--- src/rtl/ssd_pkg.sv ---
// rtl/ssd_pkg.sv - shared types, constants and anode helper for the seven-segment scan driver
package ssd_pkg;

    typedef enum logic {
        GUARD = 1'b0,
        SHOW  = 1'b1
    } scan_state_t;

    localparam int DEFAULT_DIGITS = 4;

    // One bit of the active-low one-hot anode pattern: low only at the selected digit.
    function automatic logic anode_low(input int unsigned idx, input int unsigned bit_pos);
        return (idx != bit_pos);
    endfunction

endpackage

--- src/rtl/ssd_lz_mask.sv ---
// rtl/ssd_lz_mask.sv - per-digit leading-zero blank mask
module ssd_lz_mask
    import ssd_pkg::*;
#(
    parameter int DIGITS = DEFAULT_DIGITS
) (
    input  logic [4*DIGITS-1:4] upper,
    input  logic                blank_lz,
    output logic [DIGITS-1:0]   mask
);

    logic zero_above;

    // Walk down from the top digit; a digit is blanked while every nibble at or above it is zero.
    always_comb begin
        mask       = '0;
        zero_above = 1'b1;
        for (int i = DIGITS - 1; i > 0; i--) begin
            zero_above = zero_above & (upper[4*i +: 4] == 4'h0);
            mask[i]    = blank_lz & zero_above;
        end
    end

endmodule

--- src/rtl/ssd_scan_driver.sv ---
// rtl/ssd_scan_driver.sv - time-multiplexed common-anode seven-segment scan driver
module ssd_scan_driver
    import ssd_pkg::*;
#(
    parameter int DIGITS          = DEFAULT_DIGITS,
    parameter int TICKS_PER_DIGIT = 50000,
    parameter int GUARD_TICKS     = 500
) (
    input  logic                      clk,
    input  logic                      rst_n,
    input  logic                      load,
    input  logic [4*DIGITS-1:0]       value,
    input  logic                      blank_lz,
    output logic [3:0]                nibble,
    output logic [DIGITS-1:0]         an_n,
    output logic [$clog2(DIGITS)-1:0] digit_idx,
    output logic                      frame_done
);

    localparam int IW        = $clog2(DIGITS);
    localparam int MAX_TICKS = (TICKS_PER_DIGIT > GUARD_TICKS) ? TICKS_PER_DIGIT : GUARD_TICKS;
    localparam int CW        = (MAX_TICKS > 1) ? $clog2(MAX_TICKS) : 1;

    localparam logic [CW-1:0] SHOW_LAST  = CW'(TICKS_PER_DIGIT - 1);
    localparam logic [CW-1:0] GUARD_LAST = CW'(GUARD_TICKS - 1);
    localparam logic [IW-1:0] LAST_IDX   = IW'(DIGITS - 1);

    scan_state_t         state, state_d;
    logic [CW-1:0]       tick, tick_d;
    logic [IW-1:0]       idx_d;
    logic                boundary;
    logic [4*DIGITS-1:0] disp, disp_d;
    logic [4*DIGITS-1:0] pending, pending_d;
    logic                pend_v, pend_v_d;
    logic [3:0]          nibble_d;
    logic [DIGITS-1:0]   an_n_d;
    logic                frame_done_d;
    logic [DIGITS-1:0]   blank_mask;

    ssd_lz_mask #(
        .DIGITS (DIGITS)
    ) u_lz_mask (
        .upper    (disp[4*DIGITS-1:4]),
        .blank_lz (blank_lz),
        .mask     (blank_mask)
    );

    // State, counters, value registers and registered outputs.
    always_ff @(posedge clk or negedge rst_n) begin
        if (!rst_n) begin
            state      <= GUARD;
            tick       <= '0;
            digit_idx  <= LAST_IDX;
            disp       <= '0;
            pending    <= '0;
            pend_v     <= 1'b0;
            nibble     <= 4'h0;
            an_n       <= '1;
            frame_done <= 1'b0;
        end else begin
            state      <= state_d;
            tick       <= tick_d;
            digit_idx  <= idx_d;
            disp       <= disp_d;
            pending    <= pending_d;
            pend_v     <= pend_v_d;
            nibble     <= nibble_d;
            an_n       <= an_n_d;
            frame_done <= frame_done_d;
        end
    end

    // Scan sequencing: guard/show alternation, tick counting and digit advance.
    always_comb begin
        state_d  = state;
        tick_d   = tick + 1'b1;
        idx_d    = digit_idx;
        boundary = 1'b0;
        case (state)
            GUARD: begin
                if (tick == GUARD_LAST) begin
                    state_d  = SHOW;
                    tick_d   = '0;
                    boundary = (digit_idx == LAST_IDX);
                    idx_d    = (digit_idx == LAST_IDX) ? '0 : digit_idx + 1'b1;
                end
            end
            SHOW: begin
                if (tick == SHOW_LAST) begin
                    state_d = GUARD;
                    tick_d  = '0;
                end
            end
            default: begin
                state_d = GUARD;
                tick_d  = '0;
            end
        endcase
    end

    // Value staging: loads wait in pending until the frame boundary; a load on the boundary goes straight in.
    always_comb begin
        disp_d    = disp;
        pending_d = pending;
        pend_v_d  = pend_v;
        if (load) begin
            pending_d = value;
            pend_v_d  = 1'b1;
        end
        if (boundary) begin
            if (load) begin
                disp_d = value;
            end else if (pend_v) begin
                disp_d = pending;
            end
            pend_v_d = 1'b0;
        end
    end

    // Next output values: nibble latched on digit entry, anode driven only in an unblanked show slot.
    always_comb begin
        nibble_d     = nibble;
        an_n_d       = '1;
        frame_done_d = boundary;
        if (state == GUARD && state_d == SHOW) begin
            nibble_d = disp_d[4*idx_d +: 4];
        end
        if (state_d == SHOW && !blank_mask[idx_d]) begin
            for (int i = 0; i < DIGITS; i++) begin
                an_n_d[i] = anode_low(int'(idx_d), i);
            end
        end
    end

endmodule

--- config.mk ---
export PLATFORM = sky130hd
export DESIGN_NAME = ssd_scan_driver
export DESIGN_NICKNAME = d
export VERILOG_FILES = /design/src/rtl/ssd_pkg.sv /design/src/rtl/ssd_lz_mask.sv /design/src/rtl/ssd_scan_driver.sv
export SDC_FILE = /design/constraint.sdc
export NUM_CORES = 1
export LEC_CHECK = 0
export BUFFER_PORTS_ARGS = -buffer_cell sky130_fd_sc_hd__buf_2
export CORE_MARGIN = 5
export CORE_UTILIZATION = 57
export CTS_CLUSTER_DIAMETER = 150
export DETAILED_ROUTE_END_ITERATION = 8
export PLACE_DENSITY = 0.76
export SLEW_MARGIN = 20
export SYNTH_ARGS = -nofsm -noshare
export SYNTH_HDL_FRONTEND = slang
export SYNTH_SLANG_ARGS = --single-unit
export TNS_END_PERCENT = 50
--- constraint.sdc ---
create_clock -name clk -period 3.3 [get_ports clk]
set_clock_uncertainty 0.1 [all_clocks]
set_input_delay 0.66 -clock clk [delete_from_list [all_inputs] [get_ports clk]]
set_output_delay 0.66 -clock clk [all_outputs]
set_load 0.1 [all_outputs]
[Word-level counts from Yosys, hierarchy flattened]
Cells that the tools add are included.
Operators by class
  add/sub/neg operators: 2
  $lt $le $gt $ge: 1
  equal/unequal tests: 6
  shift-type cells: 1
  mux-type cells: 19
  bitwise gates (word level): 6
  reductions and logical operators: 8
Operators by type and width (count)
  16-bit two-way mux: 5
  16-bit case mux with 2 select lines: 1
  16-bit by 1-bit adder with 16-bit output (second input constant): 1
  16-bit equality test (second input constant): 1
  16-bit by 9-bit equality test with 1-bit output (second input constant): 1
  16-bit by 5-bit indexed part select with 4-bit output: 1
  4-bit logical NOT: 3
  1-bit two-way mux: 7
  2-bit two-way mux: 3
  1-bit AND: 5
  4-bit two-way mux: 1
  2-bit != test (second input constant): 2
  2-bit nonzero test: 2
  2-bit by 3-bit less-than comparator with 1-bit output (second input constant): 1
  2-bit by 1-bit adder with 2-bit output (second input constant): 1
  1-bit binary-select mux with 2-bit select: 1
  2-bit equality test (second input constant): 1
  1-bit logical AND: 2
  2-bit by 1-bit != test with 1-bit output (second input constant): 1
  1-bit case mux with 2 select lines: 1
  1-bit logical NOT: 1
  1-bit NOT: 1
Word-level totals
  register bits: 61
  input port bits: 20
  output and inout port bits: 11
  word-level logic and storage cells: 52

[Depth between registers and ports, before layout]
Gate-level depths: netlist of run 1.
  depth in word-level cells: 9
  gate-level depth with buffers: 9
  mapped depth without buffers: 8

[By module]
A second synthesis of run 1 with hierarchy kept.
Unflattened totals
  cells, all modules: 289
  area, all modules: 3056.7 µm²
By module, submodules not included
  ssd_scan_driver: instances 1, cells an instance 281, area an instance 2999.1 µm², seq. area each 1534.0 µm²
  ssd_lz_mask: instances 1, cells an instance 8, area an instance 57.6 µm², seq. area each 0.0 µm²

[Worst setup path after synthesis of run 1]
OpenSTA, ideal clock, no wires.
  kind: reg-to-reg
  start point: reg digit_idx[0]
  end point: reg nibble[1]
  library setup time: 0.131 ns
  data arrival time: 2.500 ns
  required time: 3.069 ns
  slack: 0.569 ns
  cell stages (with the launch flop): 10
  buffers on the path: 2
  period minus slack after synthesis: 2.731 ns
  cells stage by stage: dfstp_2 ha_1 and2b_1 nand2_1 or3_1 buf_2 buf_6 o221a_2 a22oi_1 a31oi_1
On the way
  word-level cells in the longest chain between the ends: 5
  elaborated cells on any way between the ends: 9
  those cells by class: 1 x add/sub; 1 x eq/ne; 1 x shift; 6 x mux
Ends and longest elaborated chain
  start: declaration: line ssd_scan_driver.sv:16  | output logic [$clog2(DIGITS)-1:0] digit_idx,
  start signal: assignment: line ssd_scan_driver.sv:63  | digit_idx <= idx_d;
  2-bit equality test: line ssd_scan_driver.sv:84  | boundary = (digit_idx == LAST_IDX);
  1-bit two-way mux: line ssd_scan_driver.sv:81  | if (tick == GUARD_LAST) begin
  1-bit two-way mux: line ssd_scan_driver.sv:79  | case (state)
  16-bit two-way mux: line ssd_scan_driver.sv:110  | if (boundary) begin
  via disp_d[5]: line ssd_scan_driver.sv:32  | logic [4*DIGITS-1:0] disp, disp_d;
  16-bit by 5-bit indexed part select with 4-bit output: line ssd_scan_driver.sv:126  | nibble_d = disp_d[4*idx_d +: 4];
  end signal: assignment: line ssd_scan_driver.sv:67  | nibble <= nibble_d;
  end: declaration: line ssd_scan_driver.sv:14  | output logic [3:0] nibble,
The timed path passes the listed nets, and every way through them passes these cells.
A chain may end at the register's enable or synchronous reset.

[Worst setup path after layout of run 1]
  start point: reg digit_idx[0]
  end point: reg nibble[0]
The elaborated chain is that of the path after synthesis.

==> results of run 1 <==
[cell families (layout without fill, tap and decap cells)]
group / Yosys count / after routing / share of synthesized area
xor+xnor: 14 / 14 / 0.0424
simple gates: 97 / 97 / 0.183
flops: 61 / 61 / 0.530
compound gates: 49 / 49 / 0.136
fa+ha+maj: 2 / 2 / 0.00864
mux: 18 / 18 / 0.0709
buf+inv: 14 / 54 / 0.0294
[flip-flops by register name (all words and copies together) (netlist names)]
register    flops
nibble          4
tick           16
pend_v          1
frame_done      1
disp           16
digit_idx       2
an_n            4
pending        16
state           1
[where the power goes]
part	switching, mW	internal (mW)
Sequential	0.0113	0.771
Combinational	0.0366	0.0331
Clock	0.308	0.428
[layout by cell type (no fill, tap or decap), types with 4 or more instances in the layout]
master    Yosys  layout
clkbuf_8      0       9
nor2_1       31      31
a21o_1        7       7
a31oi_1       5       5
xor2_1        6       6
nand4_1       7       7
dfstp_2       6       6
buf_2         2      30
nor4_1        4       4
o21ai_0       5       5
nand3_1       9       9
nor3_1       10      10
inv_1         5       5
a21oi_1       6       6
nand2_1      11      11
o221a_2      10      10
xnor2_1       8       8
dfrtp_1      55      55
mux2_2       17      17
[per-layer routing]
metal / track usage / up-vias / part of all wire
li1: - / 1018 / -
met1: 0.272 / 1043 / 0.44
met2: 0.332 / 64 / 0.48
met3: 0.0621 / 11 / 0.054
met4: 0.101 / 0 / 0.021
met5: 0 / - / 0
[worst paths after layout]
check	endpoint	depth (start not counted)	slack [ns]
worst max-delay path	nibble[0]$_DFFE_PN0P_	7	0.67
min in group clk	tick[0]$_DFF_PN0_	1	0.37
worst min-delay path	tick[11]$_DFF_PN0_	1	0.16
max in group asynchronous	pending[11]$_DFFE_PN0P_	2	2.25
worst max register to register	nibble[0]$_DFFE_PN0P_	7	0.67
worst min register to register	tick[0]$_DFF_PN0_	1	0.37
[per-stage QoR]
step	setup WS, ns	power [mW]
2_1_floorplan	0.569	0.827
3_3_place_gp	0.584	0.864
3_5_place_dp	0.535	0.866
4_1_cts	0.666	1.61
5_1_grt	0.480	1.65
6_report	0.675	1.59
[layout make-up]
type | instances | area share
clock inverter | 7 | 0.0298
clock buffer | 9 | 0.0374
tap | 70 | 0.0264
sequential | 61 | 0.463
timing repair buffer | 33 | 0.0521
inverter | 5 | 0.00567
multi-input combinational | 180 | 0.385
==> results.md, run 1 <==
* Max-cap violations at 0
* Initial Utilization at 0.578
* Top post-synthesis cells by count: dfrtp_1, nor2_1, mux2_2, nand2_1
* Final wirelength at 6120 um
* Via/cell ratio at 5.85
* Clock latency at the later pin of the worst-skew pair at 0.35 ns
* Buffers added on ports at 30
* Die area at 6600 um2
* Post-CTS sizing at 0
* Critical path required time at 3.43 ns
* Top FF cell, synth: dfrtp_1
* Detail Placement HPWL at 4450 um
* Dominant cells by area after synthesis: dfrtp_1, mux2_2, dfstp_2
* Clock Tree Root: clkbuf_8
* # setup viols final at 0
* WHS at 0.160 ns
* Worst Path Buf+Inv at 0
* Final hold violations at 0
* Remaining Overflow, GRT at 0
* Initial antenna violation count at 0
* Global-route wire length before repair at 10400 um
* Avg WL per Cell at 16.8 um
* Starting DRT DRC Count at 129
* # DRC at 0
* Peak supply drop at 0.330 mV
* Syn Area/Cell at 11.4 um2
* Post-CTS Setup Inserts at 0
* Fraction of final layout cells sized beyond drive strength 1 at 0.329
* Placed inst area at 3090 um2
* Vias at 2136
* Vias in the first global route at 2154
* CTS buffer count at 9
* FF+latch area at 1530 um2
* Worst setup path start: digit_idx[0]$_DFF_PN1_
* Worst Setup Start Kind: flop
* Post-synthesis sequential element count at 61
* Synth-to-layout area growth at 14.4%
* CP Capture Type: flop
* Setup Total Neg Slack at 0 ns
* Top-area cell type share of the netlist area at 0.475
* Die H at 81.3 um
* Crit Path Class: reg -> reg
* Post-route clock period utilization at 0.796
* Cell area after synthesis at 2900 um2
* HP Class: in -> async
* Async SR Flop Fraction at 1.00
* Non-filler cells, final at 365
* Gr usage total at 0.213
* Max incr delay on CP at 0.60 ns
* Fmax at 0.381 GHz
* Minimum clock period at 2.63 ns
* Nets at 312
* CP Cell Sequence: ha_1 -> and2b_1 -> nand2_1 -> or3_1 -> o221a_2 -> a221oi_2 -> a21oi_1
* Sequential-to-total area share from yosys stat at 0.530
* Core area at 5010 um2
* Top-count cell post-synth: dfrtp_1
* H-tree levels at 3
* CP Max Fanout at 14
* Slew margin rel. at 0.461
* Diode count at 0
* Area taken by multi-input logic gates at 1280 um2
* RSZ-0062 raised after global routing: false
* Arrival time of the worst setup path at 2.75 ns
* Hold Buf Count CTS at 0
* TritonRoute pass-1 iters at 4
* Die width at 81.3 um
* Yosys cell types at 51
* Leakage at 1.51 nW
* CTS Sinks at 61
* Reg clk slew, reported paths at 0.07 ns
* Num ports at 31
* TritonCTS clock tree: done
* FILL cells at 431
* Post-route ant nets at 0
* Core Rows at 26
* Fin util at 0.661
* GP Congestion at 0.903
* Dpl cells at 349
* Yosys warns at 0
* Final instance area at 3310 um2
* Largest net degree at the start of global routing at 25
* Maximum clock insertion buffer count at 2
* Synth area leader: dfrtp_1
* Delay-heaviest family, CP: simple AND/OR/NAND/NOR gates
* Cell with the largest stage delay on the worst path: or3_1
* Max-slew violations at 0
* Mapped Cells at 255
* Worst-margin pin slew at 0.806 ns
* Power density cells at 479 nW/um2
* Outcome: finished clean
* Start of the worst register-to-register path: digit_idx[0]$_DFF_PN1_
* Syn Nets at 277
* Post-synth EDFFs at 0
No activity file was read; power rests on OpenSTA's default activity.
==> inputs of run 2 (changes only) <==
--- a/config.mk
+++ b/config.mk
@@ -7,10 +7,10 @@
 export LEC_CHECK = 0
 export BUFFER_PORTS_ARGS = -buffer_cell sky130_fd_sc_hd__buf_2
 export CORE_MARGIN = 5
-export CORE_UTILIZATION = 57
+export CORE_UTILIZATION = 52
 export CTS_CLUSTER_DIAMETER = 150
 export DETAILED_ROUTE_END_ITERATION = 8
-export PLACE_DENSITY = 0.76
+export PLACE_DENSITY = 0.73
 export SLEW_MARGIN = 20
 export SYNTH_ARGS = -nofsm -noshare
 export SYNTH_HDL_FRONTEND = slang
==> constraint.sdc (replaced) <==
create_clock -name clk -period 2.25 [get_ports clk]
set_clock_uncertainty 0.1 [all_clocks]
set_input_delay 0.45 -clock clk [delete_from_list [all_inputs] [get_ports clk]]
set_output_delay 0.45 -clock clk [all_outputs]
set_load 0.1 [all_outputs]
==> run 2 against run 1 <==
Effect of this change:
- the flow now finishes with violations (setup timing)
- core utilization is 1.0 points higher
- register-to-register slack worse by 0.74 ns
- non-clock buffer count is 37 higher
- die area is 8.4% higher
- worst hold slack better by 0.094 ns
- fmax is 13% higher
- critical path type unchanged
- critical endpoint is now nibble[2]$_DFFE_PN0P_
==> results.md, run 2 (synthesized netlist as in run 1, its figures left out) <==
* Worst Setup Start Kind: flop
* Setup slack at placement at -0.144 ns (-0.678 ns)
* Top Layer Used: met4
* Fraction of final layout cells sized beyond drive strength 1 at 0.416 (+0.0868)
* Fmax at 0.432 GHz (+13%)
* Cell depth of the worst hold path at 2
* Global-route wire length before repair at 12100 um (+17%)
* Met3 routed WL at 367 um (+11%)
* CP Cell Sequence: ha_4 -> and2b_1 -> nand2_2 -> or3_4 -> buf_6 -> o221a_2 -> a22oi_2 -> a31oi_1
* CP Max Fanout at 8 (-6)
* Core area at 5470 um2 (+9.2%)
* Starting DRT DRC Count at 180 (+40%)
* CTS buffer count at 9 (unchanged)
* Power density cells at 614 nW/um2 (+28%)
* Final hold violations at 0 (unchanged)
* Largest net degree at the start of global routing at 51 (+100%)
* Reg2Reg Setup Slack at -0.07 ns (-0.74 ns)
* WL met2 at 3260 um (+9.7%)
* Worst Path Buf+Inv at 1 (+1)
* Synth-to-layout area growth at 26.9%
* Sw Share at 0.223 (-0.00101)
* Delay-heaviest family, CP: flip-flops
* TritonCTS clock tree: done
* Leakage at 1.70 nW (+12%)
* Dpl cells at 383 (+9.7%)
* Diode count at 0 (unchanged)
* Final wirelength at 7050 um (+15%)
* Avg WL per Cell at 17.4 um (+4.0%)
* Max incr delay on CP at 0.63 ns (+0.03 ns)
* WHS at 0.254 ns (+0.0944 ns)
* H-tree levels at 3 (unchanged)
* Buffers added on ports at 30 (unchanged)
* Outcome: finished, violations left
* Sw Pwr at 0.503 mW (+41%)
* Setup ws final at -0.0655 ns (-0.740 ns)
* CTS Sinks at 61 (unchanged)
* Nets at 349 (+12%)
* Commonest non-fill, non-tap cell in the layout: dfrtp_1
* Logic pwr share at 0.048 (+0.004)
* Worst-margin pin slew at 0.576 ns (-0.231 ns)
* Non-filler cells, final at 404 (+11%)
* TritonRoute pass-1 iters at 4 (unchanged)
* Top flop regs: disp: 16 flops, pending: 16 flops, tick: 16 flops
* # setup viols final at 4 (+4)
* Cell with the largest stage delay on the worst path: dfstp_4
* Clk pwr share at 0.442 (-0.022)
* CP Capture Type: flop
* Crit Path Class: reg -> reg
* Max-slew violations at 0 (unchanged)
* R2r endpoint: nibble[2]$_DFFE_PN0P_
* Remaining Overflow, GRT at 0 (unchanged)
* Reg clk slew, reported paths at 0.07 ns (about the same)
* Initial antenna violation count at 0 (unchanged)
* Max-cap violations at 0 (unchanged)
* Critical path required time at 2.37 ns (-1.06 ns)
* M1 wire length at 3310 um (+23%)
* Clock Tree Root: clkbuf_8
* Start of the worst register-to-register path: digit_idx[1]$_DFF_PN1_
* HP Class: in -> reg
* Failing checks: setup timing
* Die width at 84.6 um (+4.1%)
* Vias at 2345 (+9.8%)
* # DRC at 0 (unchanged)
* Clock latency at the later pin of the worst-skew pair at 0.34 ns (about the same)
* GP Congestion at 0.906 (+0.30%)
* Initial Utilization at 0.529 (-0.0489)
* Vias in the first global route at 2438 (+13%)
* Length in cells of the worst reg-to-reg path at 8 (+1)
* Sequential share of power at 0.510 (+0.018)
* Post-route clock period utilization at 1.03 (+0.234)
* HP Start: value[1]
* Maximum clock insertion buffer count at 2 (unchanged)
* Core Rows at 27 (+3.8%)
* Peak supply drop at 0.370 mV (+12%)
* Die area at 7160 um2 (+8.4%)
* RSZ-0062 raised after global routing: true
* Gr usage total at 0.216 (+0.00302)
* Detail Placement HPWL at 5140 um (+16%)
* Num ports at 31 (unchanged)
* Die H at 84.6 um (+4.1%)
* Hold EP: pending[1]$_DFFE_PN0P_
* Via/cell ratio at 5.80 (-0.81%)
* Cell internal pwr at 1.75 mW (+42%)
* Post-route ant nets at 0 (unchanged)
* Commonest non-fill, non-tap cells in the layout: dfrtp_1, buf_4, nor2_1, buf_2, mux2_2
* Slew margin rel. at 0.613 (+0.152)
* Minimum clock period at 2.32 ns (-0.310 ns)
* Arrival time of the worst setup path at 2.43 ns (-0.32 ns)
==> run 2: changes by cell type in the layout (fill, tap and decap cells not counted), moves of 2 or more <==
cell      before  now
a22oi_1        3    1
o221a_4        0    2
clkinv_4       2    0
o221a_2       10    8
a22oi_2        1    3
buf_4          3   35
buf_6          0    3
dfstp_4        0    2
dfstp_2        6    4
clkbuf_8       9   11
==> run 2: worst max-delay path by stage <==
| stage | depth (start not counted) | to | slack [ns] | start |
|---|---|---|---|---|
| after detailed placement | 7 | nibble[2]$_DFFE_PN0P_ | -0.14 | tick[10]$_DFF_PN0_ |
| after CTS | 8 | nibble[2]$_DFFE_PN0P_ | -0.05 | digit_idx[1]$_DFF_PN1_ |
| after global routing | 8 | nibble[2]$_DFFE_PN0P_ | -0.15 | tick[12]$_DFF_PN0_ |
| final | 8 | nibble[2]$_DFFE_PN0P_ | -0.07 | digit_idx[1]$_DFF_PN1_ |
| after floorplan | 9 | nibble[3]$_DFFE_PN0P_ | -0.25 | digit_idx[0]$_DFF_PN1_ |
| after global placement | 7 | nibble[2]$_DFFE_PN0P_ | -0.11 | tick[10]$_DFF_PN0_ |
==> run 2: power by group through the flow <==
| stage | sequential (mW) | combinational (mW) | clock, mW |
|---|---|---|---|
| after floorplan | 1.16 | 0.0508 | 0 |
| after global placement | 1.17 | 0.105 | 0 |
| after detailed placement | 1.17 | 0.109 | 0 |
| after CTS | 1.15 | 0.111 | 1.02 |
| after global routing | 1.15 | 0.122 | 1.07 |
| final | 1.15 | 0.109 | 0.995 |
==> run 2: repair_timing <==
action                                  4_1_cts  5_1_grt
endpoints found under the setup margin        4        5
gates resized for setup                       9        1
hold buffers                                  1        0
cloned                                        0        0
hold endpoints to repair                     11        0
pin swaps                                     3        0
buffers inserted                              3        1
==> run 2: worst register-to-register path, stage by stage (launching register included) <==
cell and delay, ns:
dfstp_4 0.63, ha_4 0.13, and2b_1 0.15, nand2_2 0.08, or3_4 0.37, buf_6 0.15, o221a_2 0.30, a22oi_2 0.16
a31oi_1 0.12
==> run 2: layer usage <==
metal,GRT usage,up-vias
met4,0.0993,0
met1,0.297,1160
li1,-,1088
met2,0.329,85
met5,0,-
met3,0.0451,12
==> run 2: area by class of cell <==
type,count,area [um2]
Clock buffer,12,155
Tap cell,72,90.1
Sequential cell,61,1540
Clock inverter,4,47.5
Inverter,5,18.8
Multi-Input combinational cell,180,1340
Fill cell,442,1800
Timing Repair Buffer,70,477
==> run 2: stage by stage <==
stage               setup TNS [ns]   util  cell area, um2  power (mW)
CTS                         -0.116  0.669            3660        2.28
floorplan                    -1.05      -            2930        1.21
global placement            -0.309  0.617            3380        1.27
finish                      -0.163  0.671            3670        2.25
global route                -0.487  0.671            3670        2.35
detailed placement          -0.408  0.617            3380        1.28
==> inputs of run 3 (changes only) <==
--- a/config.mk
+++ b/config.mk
@@ -5,9 +5,10 @@
 export SDC_FILE = /design/constraint.sdc
 export NUM_CORES = 1
 export LEC_CHECK = 0
+export ABC_AREA = 1
 export BUFFER_PORTS_ARGS = -buffer_cell sky130_fd_sc_hd__buf_2
 export CORE_MARGIN = 5
-export CORE_UTILIZATION = 52
+export CORE_UTILIZATION = 53
 export CTS_CLUSTER_DIAMETER = 150
 export DETAILED_ROUTE_END_ITERATION = 8
 export PLACE_DENSITY = 0.73
==> run 3 against run 2 <==
Effect of this change:
- the run now ends clean
- core utilization decreased by 4.0 points
- via count increased by 14%
- non-clock buffer count decreased by 36
- critical path depth increased by 1
- sequential share of layout area decreased by 1.4 points
- register-to-register slack improved by 0.33 ns
- fmax increased by 16%
- first-iteration DRC count decreased by 41%
- cell area increased by 2.9%
- worst hold slack got worse by 0.25 ns
- final cell count increased by 29%
- area after synthesis increased by 14%
- critical path type unchanged
- critical endpoint unchanged
==> results.md, run 3 <==
* Initial antenna violation count at 0 (unchanged)
* Clock Tree Root: clkbuf_8
* Top FF cell, synth: dfrtp_1
* Top-count cell post-synth: nand2_1
* Worst setup path start: tick[12]$_DFF_PN0_
* Final hold violations at 0 (unchanged)
* Mapped Cells at 410 (+61%)
* Commonest non-fill, non-tap cells in the layout: nand2_1, dfrtp_1, nor2_1
* Length in cells of the worst reg-to-reg path at 9 (+1)
* Cell with the largest stage delay on the worst path: dfrtp_1
* Delay-heaviest family, CP: simple AND/OR/NAND/NOR gates
* Core area at 5990 um2 (+9.5%)
* GP Congestion at 0.863 (-4.7%)
* Worst-margin pin slew at 0.587 ns (+0.0118 ns)
* Die width at 88.9 um (+5.0%)
* Arrival time of the worst setup path at 2.16 ns (-0.27 ns)
* Start of the worst register-to-register path: tick[12]$_DFF_PN0_
* Synth area leader: dfrtp_1
* Die H at 88.9 um (+5.0%)
* Sequential-to-total area share from yosys stat at 0.465 (-0.0645)
* Buffers added on ports at 30 (unchanged)
* Reg clk slew, reported paths at 0.07 ns (about the same)
* # DRC at 0 (unchanged)
* Power density cells at 660 nW/um2 (+7.5%)
* Avg WL per Cell at 13.5 um (-22%)
* Yosys warns at 0 (unchanged)
* Gr usage total at 0.204 (-0.0123)
* Via/cell ratio at 5.11 (-12%)
* Commonest non-fill, non-tap cell in the layout: nand2_1
* Minimum clock period at 1.99 ns (-0.326 ns)
* CTS Sinks at 61 (unchanged)
* HP Class: in -> async
* TritonCTS clock tree: done
* RSZ-0062 raised after global routing: false
* Die area at 7900 um2 (+10%)
* Crit Path Class: reg -> reg
* Crit path depth at 9 (+1)
* Post-route clock period utilization at 0.884 (-0.145)
* Post-synth EDFFs at 0 (unchanged)
* Vias at 2673 (+14%)
* Leakage at 1.81 nW (+6.9%)
* CTS buffer count at 9 (unchanged)
* Remaining Overflow, GRT at 0 (unchanged)
* Setup Total Neg Slack at 0 ns (+0.163 ns)
* CP Capture Type: flop
* Initial Utilization at 0.550 (+0.0213)
* Clock latency at the later pin of the worst-skew pair at 0.34 ns (about the same)
* CP Max Fanout at 17 (+9)
* Critical path required time at 2.42 ns (+0.05 ns)
* TritonRoute pass-1 iters at 4 (unchanged)
* Outcome: finished clean
* H-tree levels at 3 (unchanged)
* Synth-to-layout area growth at 14.6%
* Max-cap violations at 0 (unchanged)
* Dominant cells by area after synthesis: dfrtp_1, nand2_1, nor2_1
* Post-CTS Setup Inserts at 0 (-3)
* Slew margin rel. at 0.605 (-0.00850)
* Top post-synthesis cells by count: nand2_1, dfrtp_1, nor2_1, inv_1, a21oi_1
* CP Cell Sequence: nor2_1 -> nand3_1 -> nor2_1 -> nand4_4 -> o21ai_1 -> nand2_1 -> nand2_1 -> nor2_1 -> nor2_1
* Fmax at 0.503 GHz (+16%)
* Placed inst area at 3510 um2 (+4.0%)
* # setup viols final at 0 (-4)
* Crit path capture: nibble[2]$_DFFE_PN0P_
* Peak supply drop at 0.430 mV (+16%)
* Final instance area at 3780 um2 (+2.9%)
* Max-slew violations at 0 (unchanged)
* Max incr delay on CP at 0.41 ns (-0.22 ns)
* Post-route ant nets at 0 (unchanged)
* Num ports at 31 (unchanged)
* Nets at 465 (+33%)
* Final wirelength at 7090 um (+0.54%)
* Worst Path Buf+Inv at 0 (-1)
* R2r endpoint: nibble[2]$_DFFE_PN0P_
* Worst Setup Start Kind: flop
* Diode count at 0 (unchanged)
* Yosys cell types at 39 (-24%)
* Fraction of final layout cells sized beyond drive strength 1 at 0.225 (-0.190)
* Top-area cell type share of the netlist area at 0.417 (-0.0579)
* Detail Placement HPWL at 5240 um (+2.0%)
* Global-route wire length before repair at 12300 um (+1.3%)
* Top flop regs: disp: 16 flops, pending: 16 flops, tick: 16 flops
* Reg2Reg Setup Slack at 0.26 ns (+0.33 ns)
* Syn Nets at 432 (+56%)
* Async SR Flop Fraction at 1.00 (unchanged)
* Largest net degree at the start of global routing at 62 (+22%)
* Syn Area/Cell at 8.04 um2 (-29%)
* Vias in the first global route at 2655 (+8.9%)
* Maximum clock insertion buffer count at 2 (unchanged)
* CP most frequent cell: nor2_1
* Starting DRT DRC Count at 106 (-41%)
* Cell area after synthesis at 3300 um2 (+14%)
* Post-synthesis sequential element count at 61 (unchanged)
* Core Rows at 28 (+3.7%)
[run 3: cell types whose count changed after synthesis, moves of 6 or more]
cell and change:
inv_1 +27, xnor2_1 -7, nor2_4 +9, nand2_1 +103, a21o_1 -7, nor2_1 +19
nand3_1 +6, o221a_2 -10, o21ai_1 +8, nor3_1 -6, a21oi_1 +11, nand2_2 +8
mux2_2 -17, o21a_1 +13
[run 3: stage by stage]
stage	hold slack [ns]	instances	power, mW	worst slack [ns]	utilization
global route	0.0239	523	2.60	0.0119	0.631
global placement	0.341	507	1.27	0.242	0.586
floorplan	0.0544	410	1.22	0.122	-
CTS	0.00737	523	2.53	0.162	0.629
detailed placement	0.351	507	1.27	0.188	0.586
finish	0.00243	523	2.49	0.260	0.631
[run 3: cell families (layout without fill, tap and decap cells)]
logic type,Yosys count,count (layout),synth area share
flip-flops,61,61,0.465
adder cells (fa/ha/maj),2,2,0.00759
buffers and inverters,50,88,0.0653
XOR/XNOR,4,4,0.0106
AO/OA/AOI/OAI,57,57,0.106
AND/OR/NAND/NOR,236,236,0.345
[run 3: worst min path at each step]
| stage | end | slack, ns | cells past startpoint |
|---|---|---|---|
| floorplan | disp[0]$_DFF_PN0_ | 0.05 | 0 |
| global placement | tick[0]$_DFF_PN0_ | 0.34 | 1 |
| detailed placement | pending[4]$_DFFE_PN0P_ | 0.35 | 2 |
| CTS | pending[10]$_DFFE_PN0P_ | 0.007 | 2 |
| global route | frame_done$_DFF_PN0_ | 0.02 | 2 |
| finish | pending[10]$_DFFE_PN0P_ | 0.002 | 2 |
[run 3: report_power, final]
group,internal (mW),switching [mW]
Combinational,0.0474,0.0699
Sequential,1.12,0.0123
Clock,0.828,0.414
Total,2.00,0.496
[run 3: cell type report]
type,instances,area [um2]
fill,518,2210
multi-input combinational,299,1560
sequential,61,1530
clock buffer,13,169
timing repair buffer,34,193
clock inverter,3,90.1
inverter,38,144
tap,75,93.8
[run 3: per-layer routing]
| layer | part of all wire | vias up | track usage |
|---|---|---|---|
| li1 | - | 1390 | - |
| met1 | 0.43 | 1222 | 0.246 |
| met2 | 0.50 | 49 | 0.338 |
| met3 | 0.048 | 12 | 0.0633 |
| met4 | 0.021 | 0 | 0.0838 |
| met5 | 0 | - | 0 |
[run 3: worst register-to-register path, stage by stage, from the launching register on]
cell and delay [ns]:
dfrtp_1 0.41, nor2_1 0.19, nand3_1 0.10, nor2_1 0.24
nand4_4 0.28, o21ai_1 0.28, nand2_1 0.07, nand2_1 0.10
nor2_1 0.06, nor2_1 0.08
[run 3: what timing repair did]
action / in CTS / in global routing
resized for setup: 0 / 1
endpoints found under the setup margin: 0 / 3
hold buffers: 0 / 0
